--- src/rtl/rv_pkg.sv ---
// Shared fetch-side definitions: architectural widths, fetch FSM states, NOP encoding.
package rv_pkg;

  localparam int unsigned XLEN        = 32;
  localparam int unsigned INSTR_BYTES = 4;
  localparam logic [XLEN-1:0] NOP_INSTR = 32'h0000_0013;

  typedef enum logic [1:0] {
    FS_IDLE = 2'd0,
    FS_REQ  = 2'd1,
    FS_HOLD = 2'd2
  } fetch_state_e;

  // Force a fetch target onto an instruction-word boundary.
  function automatic logic [XLEN-1:0] align_pc(input logic [XLEN-1:0] pc);
    return pc & ~(XLEN'(INSTR_BYTES) - XLEN'(1));
  endfunction

endpackage

--- src/rtl/ifetch_unit.sv ---
// Single-outstanding instruction fetch unit with a one-entry decode buffer.
module ifetch_unit
  import rv_pkg::*;
#(
  parameter logic [31:0] RESET_PC = 32'h0000_0000
) (
  input  logic        clk,
  input  logic        rst,
  output logic        imem_req,
  output logic [31:0] imem_addr,
  input  logic        imem_ack,
  input  logic [31:0] imem_rdata,
  input  logic        redirect_valid,
  input  logic [31:0] redirect_pc,
  output logic        id_valid,
  input  logic        id_ready,
  output logic [31:0] id_pc,
  output logic [31:0] id_instr
);

  fetch_state_e    state_q, state_d;
  logic [XLEN-1:0] pc_q, pc_d;
  logic [XLEN-1:0] addr_q, addr_d;
  logic            kill_q, kill_d;
  logic            id_valid_q, id_valid_d;
  logic [XLEN-1:0] id_pc_q, id_pc_d;
  logic [XLEN-1:0] id_instr_q, id_instr_d;
  logic [XLEN-1:0] target;

  // Next-state, pc and decode-buffer update.
  always_comb begin
    state_d    = state_q;
    pc_d       = pc_q;
    kill_d     = kill_q;
    id_valid_d = id_valid_q;
    id_pc_d    = id_pc_q;
    id_instr_d = id_instr_q;
    target     = align_pc(redirect_pc);

    unique case (state_q)
      FS_IDLE: begin
        state_d = FS_REQ;
        if (redirect_valid) pc_d = target;
      end
      FS_REQ: begin
        if (imem_ack) begin
          if (kill_q || redirect_valid) begin
            kill_d = 1'b0;
            if (redirect_valid) pc_d = target;
          end else begin
            id_instr_d = imem_rdata;
            id_pc_d    = pc_q;
            id_valid_d = 1'b1;
            pc_d       = pc_q + XLEN'(INSTR_BYTES);
            state_d    = FS_HOLD;
          end
        end else if (redirect_valid) begin
          pc_d   = target;
          kill_d = 1'b1;
        end
      end
      FS_HOLD: begin
        if (redirect_valid || id_ready) begin
          id_valid_d = 1'b0;
          state_d    = FS_REQ;
          if (redirect_valid) pc_d = target;
        end
      end
      default: state_d = FS_IDLE;
    endcase

    // The issued address is frozen while a request is outstanding, so a
    // redirect moves pc but not the bus; otherwise it follows the next pc.
    addr_d = (state_q == FS_REQ && !imem_ack) ? addr_q : pc_d;
  end

  // State and datapath registers with synchronous reset.
  always_ff @(posedge clk) begin
    if (rst) begin
      state_q    <= FS_IDLE;
      pc_q       <= RESET_PC;
      addr_q     <= RESET_PC;
      kill_q     <= 1'b0;
      id_valid_q <= 1'b0;
      id_pc_q    <= '0;
      id_instr_q <= NOP_INSTR;
    end else begin
      state_q    <= state_d;
      pc_q       <= pc_d;
      addr_q     <= addr_d;
      kill_q     <= kill_d;
      id_valid_q <= id_valid_d;
      id_pc_q    <= id_pc_d;
      id_instr_q <= id_instr_d;
    end
  end

  // Registered outputs.
  always_comb begin
    imem_req  = (state_q == FS_REQ);
    imem_addr = addr_q;
    id_valid  = id_valid_q;
    id_pc     = id_pc_q;
    id_instr  = id_instr_q;
  end

endmodule

--- config.mk ---
export PLATFORM = sky130hd
export DESIGN_NAME = ifetch_unit
export DESIGN_NICKNAME = d
export VERILOG_FILES = /design/src/rtl/rv_pkg.sv /design/src/rtl/ifetch_unit.sv
export SDC_FILE = /design/constraint.sdc
export NUM_CORES = 1
export LEC_CHECK = 0
export BUFFER_PORTS_ARGS = -buffer_cell sky130_fd_sc_hd__buf_2
export CELL_PAD_IN_SITES_DETAIL_PLACEMENT = 1
export CELL_PAD_IN_SITES_GLOBAL_PLACEMENT = 1
export CORE_MARGIN = 10
export CORE_UTILIZATION = 40
export CTS_CLUSTER_SIZE = 20
export DETAILED_ROUTE_END_ITERATION = 7
export PLACE_DENSITY_LB_ADDON = 0.1
export SKIP_CTS_REPAIR_TIMING = 1
export SLEW_MARGIN = 40
export SYNTH_ARGS = -nofsm -noshare
export SYNTH_HDL_FRONTEND = slang
export SYNTH_SLANG_ARGS = --single-unit
--- constraint.sdc ---
create_clock -name clk -period 4.1 [get_ports clk]
set_input_delay 0.41 -clock clk [delete_from_list [all_inputs] [get_ports clk]]
set_output_delay 0.41 -clock clk [all_outputs]
set_load 0.05 [all_outputs]
==> results.md, run 1 <==
- Cell count after synthesis: 697
- Via-to-Cell Ratio: 5.55
- Root buf cell: clkbuf_16
- Period utilization: 73.0%
- Final hold vios: 0
- Final worst path period need: 2.99 ns
- Initial drt markers: 274
- Top post-synthesis cells by count: nand2_1, dfxtp_1, a21oi_1, nor2_1, clkbuf_1
- Synth Area in Adders: 0.219%
- CTS max path bufs: 2
- Drc violations: 0
- Crit path depth: 5
- Initial Util: 41.1%
- GR Util met3: 5.72%
- First-pass GRT wire length: 31.9 mm
- Antenna violations before repair: 1
- Slew headroom: a little under two fifths
- Total negative setup slack: 0 ns
- Multiplexer area fraction after synthesis: under 10%
- Leakage: between 3 and 4 nW
- Hold path start: imem_rdata[1]
- Setup crit start: state_q[0]
- Sequential Power Share: 43.1%
- P_int: 2.34 mW
- Post-synth top area share: between 40 and 50%
- Layout cells sized above 1: 27.3%
- Final std cells w/o fill: 1,027
- CP endpoint: imem_addr[6]
- Die W: 140 µm
- Largest delay share family, worst path: compound AO/OA/AOI/OAI gates
- CTS tree: yes
- Sw Ratio: 28.8%
- Port bufs: between 150 and 200
- Net Count, Synth: 767
- Total track usage: 19.9%
- Max cap viols: 0
- CP bufs+invs: 0
- Slowest cell on crit path: o21ai_0
- Area grow syn2layout: 24.9%
- Ys async rst share: 0%
- Die Y: about 140 µm
- Crit path capture type: register
- Fmax: 334 MHz
- Compound-Gate Fraction of Synth Area: approximately a fifth
- Area of the mapped netlist: about 0.0057 mm²
- Reg clk slew, reported paths: 0.05 ns
- Row count: 43
- Core Region: 0.0139 mm²
- Tightest Pin Transition: ~0.94 ns
- Number of synthesized register bits: ~130
- Kind of critical path: register to register
- Clock latency on the worst-skew pair: 0.42 ns
- Skew final: 0.00645 ns
- Status: complete, no violations
- Biggest cell delay along the critical path: 0.77 ns
- Worst-path fanout max: 18
- DR vias: 5,701
- RSZ-0062 raised after global routing: no
- R2r setup slk: ~1.1 ns
- Placed inst area: 0.00660 mm²
- Worst R2R End: imem_addr[6]
- Cell Pwr Density: 460 mW/mm²
- Finish-stage setup viols: 0
- GRT busiest layer: met2
- Warnings, synthesis: 0
- Grt met1 use: 24.0%
- R2R depth: 5
- Global route overflow: 0
- RR Startpoint: state_q[0]
- Yosys top cell by area: dfxtp_1
- NumNets Final: roughly 900
- Logic pwr share: between 10% and 20%
- Top_reg_cell synth: dfxtp_1
- Max Slew Vio Count: 0
- Sinks on Clock Net: 132
- Post-synthesis simple-gate area fraction: 26.7%
- Synth top area cells: dfxtp_1, nand2_1, a21oi_1
- Antenna viol nets, final: 0
- Mean Syn Cell Area: ~8.2 µm²
- NetSw: roughly 950 µW
- Critical Path RT: 4.36 ns
- CP cell instances: nand3b_1 -> o21ai_0 -> o21ai_0 -> a221oi_1 -> a211oi_1
- Vias in the first global route: between 5,000 and 6,000
- CP dominant cell by count: o21ai_0
- Critical path startpoint category: register
- Pin count of the biggest net entering global routing: 61
- Final GP Congestion: 0.811
- VDD IR-drop max: 271 µV
- Worst Path Arrival: approximately 3.3 ns
- Clock network fraction of total power: 42.8%
- Post-synth EDFFs: 0
- HP Class: primary input to register
- Htree depth: 4
- Io pins: 167
- Design area: 0.00714 mm²
- Post-synthesis sequential area ratio: between 40% and 50%
- Synth Area in XOR/XNOR: 0%
- Die ar.: around 0.02 mm²
- Largest family of logic cells by synthesized area: simple AND/OR/NAND/NOR gates
- Cell total after placement: about 1,000
- Met2 usage: 33.2%
- DP HPWL: 14.0 mm
- CTS buffer count: 17
- Wirelength per Cell: 19.2 µm
- TritonRoute pass-1 iters: 5
- Routed Wire Length: 19.7 mm
- Cell variety after synth: 65
- Count leader, synth: nand2_1
## per-stage QoR
step / hold WS (ns) / total power, mW / utilization [%] / setup WS [ns]
global placement: 0.439 / 1.89 / 47.3 / 1.29
finish: 0.209 / 3.28 / 51.3 / 1.11
detailed placement: 0.448 / 1.91 / 47.3 / 1.19
global route: 0.205 / 3.42 / 51.3 / 0.921
floorplan: 0.440 / 1.76 / - / 2.01
CTS: 0.198 / 3.31 / 51.2 / 1.18
## logic make-up after synthesis
group | count (synthesis)
DFF | 132
muxes | 7
adders and majority gates | 1
and+or+nand+nor | 319
buffers and inverters | 59
AOI/OAI and AO/OA | 179
## worst register-to-register path, cell delays in order (launching register included)
cell and delay [ns]:
dfxtp_1 0.75, nand3b_1 0.55, o21ai_0 0.77, o21ai_0 0.20
a221oi_1 0.43, a211oi_1 0.15
## power by group through the flow
stage                     logic [mW]  clock network, mW  registers (mW)
after detailed placement       0.466                  0            1.44
after floorplan                0.201                  0            1.56
after CTS                      0.468               1.43            1.41
final                          0.464               1.40            1.41
after global placement         0.454                  0            1.44
after global routing           0.502               1.50            1.42
## registers in the layout, indices dropped and copies added, names as in the netlist
name / count
id_pc: 32
state_q: 2
kill_q: 1
pc_q: 32
imem_addr: 32
id_instr: 32
id_valid: 1
## area by class of cell
| cell class | count | area (µm²) |
|---|---|---|
| clock inverters | 9 | 81.3 |
| fillers | 1736 | 6790 |
| flip-flops and latches | 132 | 2640 |
| well taps | 180 | 225 |
| inverters | 4 | 15.0 |
| multi-input cells | 506 | 2820 |
| diodes | 1 | 2.50 |
| repair buffers | 173 | 891 |
| clock buffers | 22 | 464 |
## layer usage
metal / vias up / wire length, µm
met5: - / 0
met4: 0 / 296
met3: 19 / 1220
met2: 152 / 9830
met1: 2788 / 8360
li1: 2742 / -
## cells in the final DEF (no fill, tap or decap), types with 4 or more instances in the layout
cell type / count
nand2_1: 150
clkbuf_16: 17
nor2b_1: 6
o211ai_1: 4
and2_1: 4
mux2_4: 4
a21oi_1: 80
nand3b_1: 6
o22ai_1: 7
a21o_1: 4
clkinv_2: 4
a311oi_1: 5
nand2b_1: 7
nor3_1: 12
buf_4: 10
nand4_1: 7
a221oi_1: 9
and4_1: 6
nor3b_1: 4
and3_1: 4
a211oi_1: 22
inv_1: 4
buf_2: 163
nand3_1: 13
dfxtp_1: 132
o21ai_0: 8
nor2_1: 71
a31oi_1: 7
a22oi_1: 7
## how the worst min path moves through the flow
stage,end,slack [ns],cells past startpoint
3_3_place_gp,id_instr[5],0.44,2
3_5_place_dp,id_pc[14],0.45,2
2_1_floorplan,id_pc[0],0.44,2
6_report,id_instr[1],0.21,3
4_1_cts,id_instr[1],0.20,3
5_1_grt,id_instr[0],0.20,3
Note: power is estimated with default switching activity, not from simulation.
==> run 2: changes to the inputs <==
--- a/config.mk
+++ b/config.mk
@@ -5,11 +5,12 @@
 export SDC_FILE = /design/constraint.sdc
 export NUM_CORES = 1
 export LEC_CHECK = 0
+export ABC_AREA = 1
 export BUFFER_PORTS_ARGS = -buffer_cell sky130_fd_sc_hd__buf_2
 export CELL_PAD_IN_SITES_DETAIL_PLACEMENT = 1
 export CELL_PAD_IN_SITES_GLOBAL_PLACEMENT = 1
 export CORE_MARGIN = 10
-export CORE_UTILIZATION = 40
+export CORE_UTILIZATION = 33
 export CTS_CLUSTER_SIZE = 20
 export DETAILED_ROUTE_END_ITERATION = 7
 export PLACE_DENSITY_LB_ADDON = 0.1
==> constraint.sdc (replaced) <==
create_clock -name clk -period 2.4 [get_ports clk]
set_input_delay 0.24 -clock clk [delete_from_list [all_inputs] [get_ports clk]]
set_output_delay 0.24 -clock clk [all_outputs]
set_load 0.05 [all_outputs]
==> results.md, run 2 <==
- HP Class: primary input to register (unchanged)
- Critical path startpoint category: register (unchanged)
- Warnings, synthesis: 0 (unchanged)
- Max Slew Vio Count: 0 (unchanged)
- Post-synthesis sequential area ratio: 44.4% (was 46.2%)
- Die W: 154 µm (was 140 µm)
- Port bufs: 164 (unchanged)
- Biggest cell delay along the critical path: 0.42 ns (was 0.77 ns)
- Critical Path RT: 2.72 ns (was 4.36 ns)
- CTS buffer count: 17 (unchanged)
- Final worst path period need: 2.00 ns (was 2.99 ns)
- Cell variety after synth: 35 (was 65)
- CTS tree: yes (unchanged)
- Htree depth: 4 (unchanged)
- Final hold vios: 0 (unchanged)
- Cell total after placement: 1,222 (was 995)
- RSZ-0062 raised after global routing: no (unchanged)
- Final GP Congestion: 0.804 (was 0.811)
- Wirelength per Cell: 16.8 µm (was 19.2 µm)
- Die Y: 154 µm (was 140 µm)
- Top post-synthesis cells by count: nor2_1, nand2_1, dfxtp_1, o21ai_0, inv_1 (was nand2_1, dfxtp_1, a21oi_1, nor2_1, clkbuf_1)
- CP dominant cell by count: nand2_1 (was o21ai_0)
- Yosys top cell by area: dfxtp_1 (unchanged)
- Reg clk slew, reported paths: 0.06 ns (was 0.05 ns)
- Area of the mapped netlist: 0.00595 mm² (was 0.00572 mm²)
- Root buf cell: clkbuf_16 (unchanged)
- Routed Wire Length: 21.1 mm (was 19.7 mm)
- First-pass GRT wire length: 34.2 mm (was 31.9 mm)
- Total chip power: 6.05 mW (was 3.28 mW)
- Top_reg_cell synth: dfxtp_1 (unchanged)
- Slew headroom: 50.9% (was 37.1%)
- CP bufs+invs: 1 (was 0)
- Number of synthesized register bits: 132 (unchanged)
- Die ar.: 0.0238 mm² (was 0.0195 mm²)
- DR vias: 6,081 (was 5,701)
- Cell Pwr Density: 800 mW/mm² (was 460 mW/mm²)
- Vias in the first global route: 6,426 (was 5,917)
- Net Count, Synth: 927 (was 767)
- Area grow syn2layout: 27.1% (was 24.9%)
- Io pins: 167 (unchanged)
- Global route overflow: 0 (unchanged)
- TritonRoute pass-1 iters: 4 (was 5)
- Pin count of the biggest net entering global routing: 61 (unchanged)
- Cell count after synthesis: 857 (was 697)
- Sinks on Clock Net: 132 (unchanged)
- Finish-stage setup viols: 0 (unchanged)
- Clock latency on the worst-skew pair: 0.42 ns (about the same)
- Antenna viol nets, final: 0 (unchanged)
- Crit path capture type: register (unchanged)
- Slowest cell on crit path: nor3_2 (was o21ai_0)
- Fmax: 501 MHz (was 334 MHz)
- Mean Syn Cell Area: 6.94 µm² (was 8.21 µm²)
- Ys async rst share: 0% (unchanged)
- Skew final: 0.00824 ns (was 0.00645 ns)
- Post-synth top area share: 44.4% (was 46.2%)
- Worst-path fanout max: 6 (was 18)
- Kind of critical path: register to register (unchanged)
- Total track usage: 17.5% (was 19.9%)
- Initial Util: 33.3% (was 41.1%)
- Tightest Pin Transition: 0.737 ns (was 0.936 ns)
- Via-to-Cell Ratio: 4.84 (was 5.55)
- Max cap viols: 0 (unchanged)
- Count leader, synth: nor2_1 (was nand2_1)
- Post-synth EDFFs: 0 (unchanged)
- Layout cells sized above 1: 22.6% (was 27.3%)
- Most frequent cells in the layout: nor2_1, buf_2, nand2_1 (was buf_2, nand2_1, dfxtp_1)
- Status: complete, no violations (unchanged)
- NumNets Final: 1,082 (was 904)
- Final std cells w/o fill: 1,256 (was 1,027)
- DP HPWL: 15.4 mm (was 14.0 mm)
- CTS max path bufs: 2 (unchanged)
- Drc violations: 0 (unchanged)
- Total negative setup slack: 0 ns (unchanged)
- Synth top area cells: dfxtp_1, nor2_1, nand2_1 (was dfxtp_1, nand2_1, a21oi_1)
- Row count: 49 (was 43)
- Commonest non-fill, non-tap cell in the layout: nor2_1 (was buf_2)
- VDD IR-drop max: 545 µV (was 271 µV)
- Antenna violations before repair: 3 (was 1)
- Largest delay share family, worst path: simple AND/OR/NAND/NOR gates (was compound AO/OA/AOI/OAI gates)
- Leakage: 3.74 nW (was 3.00 nW)
- CP cell instances: ha_1 -> nand2_1 -> nor2_1 -> nand2_1 -> nor3_2 -> nand2_1 -> nand2_1 -> nand3_1 -> nand2_1 -> nand3_1 -> nand2_1 -> inv_1 (was nand3b_1 -> o21ai_0 -> o21ai_0 -> a221oi_1 -> a211oi_1)
- Period utilization: 83.2% (was 73.0%)
- Initial drt markers: 205 (was 274)
- Core Region: 0.0178 mm² (was 0.0139 mm²)
- Worst Path Arrival: 2.31 ns (was 3.25 ns)
==> run 2: final cells by class <==
class	count	area (µm²)
fillers	2343	10300
multi-input cells	607	2820
flip-flops and latches	132	2640
repair buffers	179	958
clock buffers	18	439
well taps	229	287
inverters	75	282
clock inverters	14	129
diodes	2	5.00
==> run 2: kinds of logic (layout without fill, tap and decap cells) <==
family | after synthesis | after routing | share of synthesized area, %
XOR/XNOR | 7 | 7 | 1.03
adder cells (fa/ha/maj) | 1 | 1 | 0.210
flip-flops | 132 | 132 | 44.4
AO/OA/AOI/OAI | 178 | 178 | 16.7
buffers and inverters | 118 | 286 | 8.21
AND/OR/NAND/NOR | 421 | 421 | 29.4
other | 0 | 2 | 0
==> run 2: worst register-to-register path: stages (launching register included) <==
cell     delay [ns]
dfxtp_1        0.37
ha_1           0.18
nand2_1        0.08
nor2_1         0.12
nand2_1        0.19
nor3_2         0.42
nand2_1        0.12
nand2_1        0.08
nand3_1        0.07
nand2_1        0.09
nand3_1        0.07
nand2_1        0.08
inv_1          0.04
==> run 2: power by group <==
| part | switching [mW] | total [mW] | internal (mW) |
|---|---|---|---|
| registers | 0.0986 | 2.43 | 2.33 |
| clock network | 1.07 | 2.54 | 1.47 |
| logic | 0.795 | 1.07 | 0.280 |
| total | 1.97 | 6.05 | 4.08 |
==> run 2: routing by layer <==
layer,share of wire [%],vias up,global-route usage [%]
li1,-,3078,-
met1,46,2849,21.3
met2,46,136,28.3
met3,7.5,18,6.68
met4,1.3,0,4.59
met5,0,-,0
==> run 2: worst paths after layout <==
check	start	to	slack [ns]	cells past startpoint
worst max register to register	pc_q[3]	imem_addr[24]	0.40	12
worst min register to register	id_instr[0]	id_instr[0]	0.45	2
worst max-delay path	pc_q[3]	imem_addr[24]	0.40	12
worst min-delay path	imem_rdata[0]	id_instr[0]	0.03	3
==> run 2: through the flow <==
stage	instance area (µm²)	setup WS [ns]	hold slack, ns	util [%]
after floorplan	5950	0.775	0.366	-
after global placement	6990	0.444	0.434	39.2
after detailed placement	6990	0.419	0.441	39.2
after CTS	7550	0.368	0.0177	42.3
after global routing	7550	0.183	0.0349	42.3
final	7560	0.404	0.0267	42.4
==> run 3: changes to the inputs <==
--- a/config.mk
+++ b/config.mk
@@ -5,12 +5,12 @@
 export SDC_FILE = /design/constraint.sdc
 export NUM_CORES = 1
 export LEC_CHECK = 0
-export ABC_AREA = 1
+export ABC_AREA = 0
 export BUFFER_PORTS_ARGS = -buffer_cell sky130_fd_sc_hd__buf_2
 export CELL_PAD_IN_SITES_DETAIL_PLACEMENT = 1
 export CELL_PAD_IN_SITES_GLOBAL_PLACEMENT = 1
 export CORE_MARGIN = 10
-export CORE_UTILIZATION = 33
+export CORE_UTILIZATION = 34
 export CTS_CLUSTER_SIZE = 20
 export DETAILED_ROUTE_END_ITERATION = 7
 export PLACE_DENSITY_LB_ADDON = 0.1
==> constraint.sdc (replaced) <==
create_clock -name clk -period 1.8 [get_ports clk]
set_input_delay 0.18 -clock clk [delete_from_list [all_inputs] [get_ports clk]]
set_output_delay 0.18 -clock clk [all_outputs]
set_load 0.05 [all_outputs]
==> results.md, run 3 (synthesis results as in run 1) <==
- Total track usage: 18.7% (was 17.5%)
- RSZ-0062 raised after global routing: yes (was no)
- Hold slack: -0.00495 ns (was 0.0267 ns)
- Sinks on Clock Net: 132 (unchanged)
- DR vias: 6,051 (was 6,081)
- Htree depth: 4 (unchanged)
- Core Region: 0.0165 mm² (was 0.0178 mm²)
- Most frequent cells in the layout: buf_2, nand2_1, dfxtp_1 (was nor2_1, buf_2, nand2_1)
- Fmax: 548 MHz (was 501 MHz)
- Reg clk slew, reported paths: 0.06 ns (about the same)
- Vias in the first global route: 6,310 (was 6,426)
- Diodes inserted: 0 (was 2)
- Row count: 47 (was 49)
- Period utilization: 101% (was 83.2%)
- Slew headroom: 70.4% (was 50.9%)
- Final worst path period need: 1.83 ns (was 2.00 ns)
- Die Y: 150 µm (was 154 µm)
- Design area: 0.00838 mm² (was 0.00756 mm²)
- Port bufs: 164 (unchanged)
- Finish-stage setup viols: 2 (was 0)
- Kind of critical path: register to register (unchanged)
- Worst Path Arrival: 2.16 ns (was 2.31 ns)
- Setup slack after placement: -0.0752 ns (was 0.419 ns)
- Critical path startpoint category: register (unchanged)
- Tightest Pin Transition: 0.444 ns (was 0.737 ns)
- Max cap viols: 0 (unchanged)
- Status: complete, but fails checks (was complete, no violations)
- Setup ws final: -0.0261 ns (was 0.404 ns)
- Final GP Congestion: 0.831 (was 0.804)
- Wirelength per Cell: 19.2 µm (was 16.8 µm)
- Via-to-Cell Ratio: 5.20 (was 4.84)
- First-pass GRT wire length: 33.6 mm (was 34.2 mm)
- CTS tree: yes (unchanged)
- Routed Wire Length: 22.3 mm (was 21.1 mm)
- Layout cells sized above 1: 38.9% (was 22.6%)
- Antenna viol nets, final: 0 (unchanged)
- Final hold vios: 3 (was 0)
- Initial drt markers: 332 (was 205)
- Worst-path fanout max: 5 (was 6)
- Skew final: 0.0128 ns (was 0.00824 ns)
- Total negative setup slack: -0.0514 ns (was 0 ns)
- Final Core Density: 50.7% (was 42.4%)
- Initial Util: 34.6% (was 33.3%)
- Cell Pwr Density: 969 mW/mm² (was 800 mW/mm²)
- R2R depth: 7 (was 12)
- CTS max path bufs: 2 (unchanged)
- Filler cells: 1,991 (was 2,343)
- Clock latency on the worst-skew pair: 0.42 ns (about the same)
- Commonest non-fill, non-tap cell in the layout: buf_2 (was nor2_1)
- Hold depth: 3 (unchanged)
- DP HPWL: 15.9 mm (was 15.4 mm)
- Placed inst area: 0.00726 mm² (was 0.00699 mm²)
- VDD IR-drop max: 659 µV (was 545 µV)
- TritonRoute pass-1 iters: 4 (unchanged)
- Failing checks: hold timing, setup timing
- CTS buffer count: 17 (unchanged)
- Die W: 150 µm (was 154 µm)
- Leakage: 3.66 nW (was 3.74 nW)
- Total chip power: 8.11 mW (was 6.05 mW)
- Io pins: 167 (unchanged)
- Drc violations: 0 (unchanged)
- Global route overflow: 0 (unchanged)
- Root buf cell: clkbuf_16 (unchanged)
- Critical Path RT: 2.13 ns (was 2.72 ns)
- Antenna violations before repair: 0 (was 3)
- HP Class: primary input to register (unchanged)
- Area grow syn2layout: 46.4% (was 27.1%)
- Die ar.: 0.0224 mm² (was 0.0238 mm²)
- Max Slew Vio Count: 0 (unchanged)
- Crit path capture type: register (unchanged)
- NumNets Final: 1,001 (was 1,082)
- Pin count of the biggest net entering global routing: 74 (was 61)
-- run 3: cell count changes in the layout (fill, tap and decap cells not counted), moves of 9 or more --
cell      change
a211oi_1     +13
a21oi_1      +34
a22oi_1      -12
buf_4        +69
buf_6        +12
dfxtp_1       -9
inv_1        -65
nand2_1      -10
nand3_1      -38
nor2_1      -115
o21ai_0      -81
-- run 3: stage by stage --
| stage | hold slack (ns) | instances |
|---|---|---|
| 6_report | -0.00495 | 1163 |
| 4_1_cts | -0.0333 | 1135 |
| 3_3_place_gp | 0.391 | 1104 |
| 3_5_place_dp | 0.405 | 1104 |
| 5_1_grt | 0.000378 | 1163 |
| 2_1_floorplan | 0.304 | 697 |
-- run 3: path summary, 6_finish.rpt --
path	to	slack [ns]	start
worst max-delay path	imem_addr[16]	-0.03	pc_q[2]
worst min-delay path	id_instr[1]	-0.005	imem_rdata[1]
worst min register to register	id_instr[5]	0.45	id_instr[5]
worst max register to register	imem_addr[16]	-0.03	pc_q[2]
-- run 3: worst max-delay path, cell delays in order, from the launching register on --
cell      delay (ns)
dfxtp_4         0.36
ha_4            0.14
and3_4          0.21
nand4_4         0.09
buf_4           0.19
nor4_1          0.36
nor3_1          0.15
a211oi_1        0.23
-- run 3: cell type report --
type | count | area (µm²) | area share (%)
clock buffer | 20 | 447 | 5.33
clock inverter | 11 | 153 | 1.82
inverter | 4 | 15.0 | 0.179
multi-input combinational | 506 | 3060 | 36.5
sequential | 132 | 2660 | 31.7
tap | 220 | 275 | 3.29
timing repair buffer | 270 | 1770 | 21.1
-- run 3: report_power, final --
group	leakage (nW)	switching (mW)	internal (mW)
Clock	0.295	1.35	2.22
Sequential	1.08	0.104	3.07
Combinational	2.28	0.888	0.480
-- run 3: layer usage --
metal	vias up	GRT usage [%]	share of wire (%)
met3	22	4.68	4.9
met4	0	6.07	1.2
met5	-	0	0
met1	2964	22.4	43
li1	2941	-	-
met2	124	32.1	51
